[config.mk]
export PLATFORM = sky130hd
export DESIGN_NAME = agc_counter_sequencer
export DESIGN_NICKNAME = d
export VERILOG_FILES = /design/src/rtl/agc_ctr_pkg.sv /design/src/rtl/ones_comp_incdec.sv /design/src/rtl/agc_counter_sequencer.sv
export SDC_FILE = /design/constraint.sdc
export NUM_CORES = 1
export LEC_CHECK = 0
export CORE_MARGIN = 5
export CORE_UTILIZATION = 38
export DETAILED_ROUTE_END_ITERATION = 6
export PLACE_DENSITY = 0.81
export SLEW_MARGIN = 20
export SYNTH_ARGS = -nofsm -noshare
export SYNTH_HDL_FRONTEND = slang
export SYNTH_SLANG_ARGS = --single-unit
[constraint.sdc]
create_clock -name clock -period 3.85 [get_ports clock]
set_input_delay 0.77 -clock clock [delete_from_list [all_inputs] [get_ports clock]]
set_output_delay 0.77 -clock clock [all_outputs]
set_load 0.1 [all_outputs]
[src/rtl/agc_ctr_pkg.sv]
// Shared types and ones-complement constants for the AGC involuntary counter sequencer.
package agc_ctr_pkg;

    typedef enum logic [1:0] {
        IDLE  = 2'd0,
        READ  = 2'd1,
        MOD   = 2'd2,
        WRITE = 2'd3
    } ctr_state_t;

    typedef enum logic {
        DIR_INC = 1'b0,
        DIR_DEC = 1'b1
    } ctr_dir_t;

    localparam logic [14:0] POS_MAX  = 15'o37777;
    localparam logic [14:0] NEG_MAX  = 15'o40000;
    localparam logic [14:0] NEG_ZERO = 15'o77777;

    // Counter index width; covers the full 1..16 counter range.
    localparam int IDX_W = 4;

endpackage

[src/rtl/ones_comp_incdec.sv]
// 15-bit ones-complement increment/decrement with overflow detection.
module ones_comp_incdec
    import agc_ctr_pkg::*;
(
    input  logic [14:0] value,
    input  ctr_dir_t    dir,
    output logic [14:0] result,
    output logic        ovf
);

    always_comb begin
        result = value;
        ovf    = 1'b0;
        if (dir == DIR_INC) begin
            if (value == POS_MAX) begin
                result = 15'o00000;
                ovf    = 1'b1;
            end else if (value == NEG_ZERO) begin
                // -0 steps straight to +1, skipping +0
                result = 15'o00001;
            end else begin
                result = value + 15'd1;
            end
        end else begin
            if (value == NEG_MAX) begin
                result = NEG_ZERO;
                ovf    = 1'b1;
            end else if (value == 15'o00000) begin
                // +0 steps straight to -1, skipping -0
                result = 15'o77776;
            end else begin
                result = value - 15'd1;
            end
        end
    end

endmodule

[src/rtl/agc_counter_sequencer.sv]
// Services PINC/MINC requests with a stalled read-modify-write on the counter words,
// and owns the RAM port mux between the Core and agc_ram.
module agc_counter_sequencer
    import agc_ctr_pkg::*;
#(
    parameter int          NUM_CTR   = 8,
    parameter logic [10:0] BASE_ADDR = 11'o024
) (
    input  logic               clock,
    input  logic               reset,
    input  logic [NUM_CTR-1:0] pinc_req,
    input  logic [NUM_CTR-1:0] minc_req,
    input  logic               core_safe,
    input  logic [10:0]        core_ram_read_address,
    input  logic [10:0]        core_ram_write_address,
    input  logic [14:0]        core_ram_write_data,
    input  logic               core_ram_write_en,
    output logic [10:0]        ram_read_address,
    output logic [10:0]        ram_write_address,
    output logic [14:0]        ram_write_data,
    output logic               ram_write_en,
    input  logic [14:0]        ram_read_data,
    output logic               stall,
    output logic [NUM_CTR-1:0] overflow,
    output logic               drop_err
);

    ctr_state_t         state_reg, state_next;
    logic [NUM_CTR-1:0] pend_p_reg, pend_m_reg, pend_p_next, pend_m_next;
    logic [NUM_CTR-1:0] net_p, net_m, net_any, drop_vec;
    logic [IDX_W-1:0]   idx_reg, win_idx;
    logic               win_dec;
    ctr_dir_t           dir_reg;
    logic [14:0]        result_reg, calc_result;
    logic               ovf_reg, calc_ovf;
    logic               drop_err_reg;
    logic               start;
    logic [10:0]        ctr_addr;

    assign net_p   = pend_p_reg & ~pend_m_reg;
    assign net_m   = pend_m_reg & ~pend_p_reg;
    assign net_any = net_p | net_m;
    assign start   = (state_reg == IDLE) && (|net_any) && core_safe;

    // Lowest index wins: scan downward so the last hit is the smallest.
    always_comb begin
        win_idx = '0;
        win_dec = 1'b0;
        for (int i = NUM_CTR - 1; i >= 0; i--) begin
            if (net_any[i]) begin
                win_idx = IDX_W'(i);
                win_dec = net_m[i];
            end
        end
    end

    generate
        for (genvar gi = 0; gi < NUM_CTR; gi++) begin : g_ctr
            logic req_p, req_m, cancel, take, keep;
            assign req_p  = pinc_req[gi] & ~minc_req[gi];
            assign req_m  = minc_req[gi] & ~pinc_req[gi];
            assign cancel = pend_p_reg[gi] & pend_m_reg[gi];
            assign take   = start && (win_idx == IDX_W'(gi));
            assign keep   = ~cancel & ~take;
            // A new request wins over the clear, so a pulse during service re-pends.
            assign pend_p_next[gi] = (pend_p_reg[gi] & keep) | req_p;
            assign pend_m_next[gi] = (pend_m_reg[gi] & keep) | req_m;
            assign drop_vec[gi]    = (req_p & pend_p_reg[gi] & keep) |
                                     (req_m & pend_m_reg[gi] & keep);
            assign overflow[gi]    = (state_reg == WRITE) && ovf_reg &&
                                     (idx_reg == IDX_W'(gi));
        end
    endgenerate

    always_comb begin
        state_next = state_reg;
        case (state_reg)
            IDLE:    if (start) state_next = READ;
            READ:    state_next = MOD;
            MOD:     state_next = WRITE;
            WRITE:   state_next = IDLE;
            default: state_next = IDLE;
        endcase
    end

    ones_comp_incdec u_incdec (
        .value  (ram_read_data),
        .dir    (dir_reg),
        .result (calc_result),
        .ovf    (calc_ovf)
    );

    always_ff @(posedge clock) begin
        if (reset) begin
            state_reg    <= IDLE;
            pend_p_reg   <= '0;
            pend_m_reg   <= '0;
            idx_reg      <= '0;
            dir_reg      <= DIR_INC;
            result_reg   <= '0;
            ovf_reg      <= 1'b0;
            drop_err_reg <= 1'b0;
        end else begin
            state_reg  <= state_next;
            pend_p_reg <= pend_p_next;
            pend_m_reg <= pend_m_next;
            if (|drop_vec)
                drop_err_reg <= 1'b1;
            if (start) begin
                idx_reg <= win_idx;
                dir_reg <= win_dec ? DIR_DEC : DIR_INC;
            end
            if (state_reg == MOD) begin
                result_reg <= calc_result;
                ovf_reg    <= calc_ovf;
            end
        end
    end

    assign ctr_addr          = BASE_ADDR + 11'(idx_reg);
    assign stall             = (state_reg != IDLE);
    assign drop_err          = drop_err_reg;
    assign ram_read_address  = stall ? ctr_addr : core_ram_read_address;
    assign ram_write_address = (state_reg == WRITE) ? ctr_addr : core_ram_write_address;
    assign ram_write_data    = (state_reg == WRITE) ? result_reg : core_ram_write_data;
    assign ram_write_en      = stall ? (state_reg == WRITE) : (core_ram_write_en & ~reset);

endmodule
==> qor.yml, run 1 <==
power_and_ir_drop:
  ir_drop_mv: 0.390
  p_int_mw: 1.01
  clockPowerShare_pct: 11.9
  p_leak_nw: 1.74
  p_sw_mw: 1.26
  p_sw_share_pct: 55.3
  power_frac_comb_pct: 63.5
  power_frac_seq_pct: 24.6
  power_density_mw_per_mm2: 519
setup_path:
  cp_max_fo: 15
  cp_common_cell: "buf_4"
  crit_type: "reg2out"
  arrival_ps: 2270
  crit_slowest_cell: "ha_1"
  crit_chain: "ha_1, buf_4, mux2_2, buf_4"
  start_kind: "register"
  slowest_delay_ps: 650
  worstPathRequired_ps: 3080
  crit_buf_inv: 2
  cp_top_family: "adder cells"
  critPathCaptureType: "output port"
clock_network:
  clk_latency_ps: 290
  post_cts_resized: 0
  root_buffer: "clkbuf_8"
  cts.path.max_buffers: 2
  clk_pin_slew_ps: 80
  cts_tree: "built"
  post_cts_buffers: 0
  hold_buffers: 0
  cts_max_level: 2
  cts_buffers: 5
  cts_num_sinks: 39
detailed_routing:
  drcViolationCount: 0
  drt_iter0_drc: 190
  ant_nets: 0
  dr.pass1.iters: 4
  routed_via_density: 5.30
  dr_total_vias: 3273
  wl_per_cell_um: 14.9
  drt_wl_total_mm: 9.22
synthesis:
  yosysSeqAreaShare_pct: 24.8
  yosysTopAreaCell: "dfxtp_1"
  yosys_warnings: 0
  synthCells: 405
  synth_top_area_share_pct: 24.8
  synth_edf_count: 0
  synth_area_leaders: "dfxtp_1, ha_1, mux2_2, a21oi_1, nor2_1"
  netlist_area_mm2: 0.00315
  ys_ff_latch: 39
  async_flop_share_pct: 0
  dominantRegCellSynth: "dfxtp_1"
  synthDistinctLibCells: 59
  syn-num-nets: 499
  avgSynthCellArea_um2: 7.78
timing:
  worst_slew_pin_slew_ps: 964
  post-route-period-util_pct: 78.9
  fin_tns_setup_ps: 0
  slew_headroom_pct: 35.5
  finalHoldViolations: 0
  setup-violations-final: 0
  max_clock_freq_mhz: 329
  rsz0062_at_grt: "no"
  layout_min_cycle_time_ps: 3040
  holdWs_ps: 485
  maxSlewViolCount: 0
  skew_ps: 6.73
floorplanning:
  die_w_um: 101
  die_area_mm2: 0.0102
  start_util_pct: 38.7
  die_height_um: 101
  num_rows: 33
  num_io_pins: 120
  core-area_mm2: 0.00813
layout:
  fill_cells: 768
  finalNetCount: 605
  drive_above_1_share_pct: 17.2
  syn2layout_area_growth_pct: 38.7
  largest_reg_flops: 15
  final_cell_mix: "clkdlybuf4s50_1, buf_4, nor2_1, dfxtp_1, nand2_1"
  n_antenna_cell: 0
  final_common_cell: "clkdlybuf4s50_1"
global_routing:
  grt.total_usage_pct: 18.0
  grt_first_pass_wirelength_mm: 15.2
  overflow: 0
  antenna_found_initial: 0
  grt_pass1_vias: 3215
  grt_max_degree: 46
status:
  outcome: "finished, final reports clean"
place:
  gp_congestion: 0.916
  port_buffers: 119
  dpl.hpwl_mm: 7.44
worst_hold_path:
  hold_path_class: "reg2reg"
flow_run:
  cap_violations: 0
==> power by group through the flow <==
stage	registers (mW)	clock network (mW)	logic, mW
2_1_floorplan	0.539	0	1.13
3_3_place_gp	0.562	0	1.42
3_5_place_dp	0.566	0	1.45
6_report	0.559	0.271	1.44
5_1_grt	0.569	0.295	1.53
4_1_cts	0.558	0.278	1.45
==> worst reg2reg max path, delay by kind of cell (launching register included) <==
family	cells	cell delay, ps
AO/OA/AOI/OAI	4	960
buffers and inverters	1	100
AND/OR/NAND/NOR	1	330
adder cells (fa/ha/maj)	1	590
flip-flops	1	330
==> cells by family after synthesis <==
family | synth area share (%)
adder cells (fa/ha/maj) | 8.73
AO/OA/AOI/OAI | 17.1
buffers and inverters | 5.84
AND/OR/NAND/NOR | 30.5
flip-flops | 24.8
XOR/XNOR | 3.33
multiplexers | 9.73
==> cell type report <==
class	count	area, µm²	area share [%]
well taps	105	131	3.00
repair buffers	121	1100	25.2
multi-input cells	321	2190	50.1
inverters	23	86.3	1.97
clock buffers	7	76.3	1.75
flip-flops and latches	39	781	17.9
clock inverters	1	5.00	0.114
==> final timing paths <==
path / startpoint / end / slack, ps / cells past startpoint
min reg2reg: pend_p_reg[1] / pend_p_reg[1] / 480 / 2
min: pend_p_reg[1] / pend_p_reg[1] / 480 / 2
max reg2reg: state_reg[0] / drop_err / 1410 / 7
max: state_reg[1] / ram_write_data[13] / 810 / 4
==> cells in the mapped netlist (7+ instances only) <==
library cell  instances
nor2_1               42
dfxtp_1              39
nand2_1              35
a21oi_1              33
nor2b_1              25
inv_1                23
ha_1                 22
mux2_2               21
clkbuf_1             15
nand2b_1             10
and2_1                8
nand3_1               8
nand4_1               8
mux2i_1               7
nor3_1                7
o21ai_0               7
xnor2_1               7
==> stage by stage <==
step                      power, mW  worst slack (ps)  cell area (µm²)  instances  utilization (%)
final                          2.27               813             4370        617             53.8
after global routing           2.40               669             4370        617             53.8
after CTS                      2.28               793             4370        617             53.8
after detailed placement       2.01               768             4290        609             52.8
after global placement         1.99               850             4290        609             52.8
after floorplan                1.67              8.00             3160        405                -
==> routing by layer <==
layer	vias to the layer above	GRT usage, %	routed length, µm
met5	-	0	0
met4	0	5.21	116
met3	9	3.60	856
met2	131	31.1	4420
met1	1484	22.4	3830
li1	1649	-	-
(Power assumes the default switching activity.)
==> run 2: changes to the inputs <==
==> constraint.sdc (replaced) <==
create_clock -name clock -period 3 [get_ports clock]
set_input_delay 0.6 -clock clock [delete_from_list [all_inputs] [get_ports clock]]
set_output_delay 0.6 -clock clock [all_outputs]
set_load 0.1 [all_outputs]
==> qor.yml, run 2 (synthesis gave the netlist of run 1 again) <==
timing:
  fin_tns_setup_ps: 0  # unchanged
  slew_headroom_pct: 32.0  # -3.5 points
  rsz0062_at_grt: "no"
  worst_slew_pin_slew_ps: 1020  # +55.2 ps
  max_clock_freq_mhz: 387
  skew_ps: 8.77  # +2.04 ps
  maxSlewViolCount: 0  # unchanged
  post-route-period-util_pct: 86.1
  setup-violations-final: 0  # unchanged
  layout_min_cycle_time_ps: 2580
  finalHoldViolations: 0  # unchanged
clock_network:
  cts_num_sinks: 39  # unchanged
  cts_max_level: 2  # unchanged
  post_cts_buffers: 0  # unchanged
  clk_pin_slew_ps: 80  # about the same
  cts_tree: "built"
  cts.path.max_buffers: 2  # unchanged
  clk_latency_ps: 290  # about the same
  cts_buffers: 5  # unchanged
  hold_buffers: 0  # unchanged
  post_cts_resized: 0  # unchanged
  root_buffer: "clkbuf_8"
setup_path:
  critPathCaptureType: "output port"
  worstPathRequired_ps: 2400  # -680 ps
  arrival_ps: 1980  # -290 ps
  start_kind: "register"
  cp_max_fo: 20  # +5
  crit_type: "reg2out"
power_and_ir_drop:
  fin_total_pwr_mw: 3.21  # +42%
  ir_drop_mv: 0.297  # -24%
  power_density_mw_per_mm2: 665  # +28%
  p_leak_nw: 1.92  # +10%
detailed_routing:
  ant_nets: 0  # unchanged
  drt_iter0_drc: 169  # -11%
  drt_wl_total_mm: 9.58  # +3.9%
  wl_per_cell_um: 15.4  # +2.7%
  dr.pass1.iters: 4  # unchanged
  drcViolationCount: 0  # unchanged
  routed_via_density: 5.42  # +2.2%
  dr_total_vias: 3384  # +3.4%
global_routing:
  grt_max_degree: 46  # unchanged
  antenna_found_initial: 0  # unchanged
  grt_first_pass_wirelength_mm: 15.2  # +0.46%
  grt_pass1_vias: 3211  # -0.12%
  grt.total_usage_pct: 18.2  # +0.24 points
  overflow: 0  # unchanged
status:
  outcome: "finished, final reports clean"
place:
  dp_cells: 616  # +1.1%
  port_buffers: 119  # unchanged
  placement.cell_area_mm2: 0.00470  # +9.5%
  dpl.hpwl_mm: 7.72  # +3.7%
  gp_congestion: 0.949  # +3.6%
layout:
  syn2layout_area_growth_pct: 53.5
  drive_above_1_share_pct: 19.3  # +2.1 points
  n_antenna_cell: 0  # unchanged
  finalNetCount: 612  # +1.2%
  finalNonFillerCells: 624  # +1.1%
  fill_cells: 690  # -10%
  multi_input_area_mm2: 0.00220  # +0.40%
  final_common_cell: "clkdlybuf4s50_1"
  final_cell_mix: "clkdlybuf4s50_1, nor2_1, dfxtp_1, nand2_1, a21oi_1"
  fin_area_mm2: 0.00484  # +11%
  largest_reg_flops: 15  # unchanged
  regArea_um2: 781  # unchanged
floorplanning:
  num_rows: 33  # unchanged
  die_area_mm2: 0.0102  # unchanged
  die_height_um: 101  # unchanged
  start_util_pct: 38.7  # unchanged
  num_io_pins: 120  # unchanged
  core-area_mm2: 0.00813  # unchanged
  die_w_um: 101  # unchanged
flow_run:
  cap_violations: 0  # unchanged
worst_hold_path:
  hold_path_class: "reg2reg"
-- run 2: cell types whose count changed in the layout (fill, tap and decap cells not counted), sizes merged --
cell	delta
buf	+8
bufinv	+2
clkbuf	-2
clkdlybuf4s50	-1
clkinv	-1
clkinvlp	+1
-- run 2: final cells by class --
class                      instances  area share [%]
clock buffer                       5            1.42
clock inverter                     3            1.40
inverter                          23            1.78
multi-input combinational        321            45.5
sequential                        39            16.1
tap                              105            2.72
timing repair buffer             128            31.0
-- run 2: metal layers --
layer	part of all wire [%]	track usage [%]	routed length [µm]
met5	0	0	0
met4	1.5	5.21	142
met3	9.4	4.15	900
met2	48	32.3	4570
met1	41	21.8	3970
-- run 2: worst paths after layout --
path	start	slack, ps	end	cells after the start
min	result_reg[8]	480	result_reg[8]	2
min reg2reg	result_reg[8]	480	result_reg[8]	2
max	state_reg[0]	420	ram_read_address[1]	4
max reg2reg	state_reg[0]	480	drop_err	7
-- run 2: power by group --
| group | internal (mW) | switching [mW] | leakage [nW] |
|---|---|---|---|
| logic | 0.613 | 1.36 | 1.54 |
| clock network | 0.332 | 0.192 | 0.0644 |
| registers | 0.618 | 0.100 | 0.320 |
| total | 1.56 | 1.65 | 1.92 |
-- run 2: critical path: stages (launching register included) --
cell and delay [ps]:
dfxtp_1 330, inv_1 100, ha_1 610, mux2_2 410, buf_4 230
-- run 2: stage by stage --
| stage | utilization, % | hold slack (ps) | setup slack, ps |
|---|---|---|---|
| 5_1_grt | 59.5 | 515 | 240 |
| 2_1_floorplan | - | 454 | -254 |
| 4_1_cts | 59.5 | 484 | 399 |
| 3_3_place_gp | 57.8 | 463 | 318 |
| 3_5_place_dp | 57.8 | 473 | 207 |
| 6_report | 59.5 | 480 | 418 |
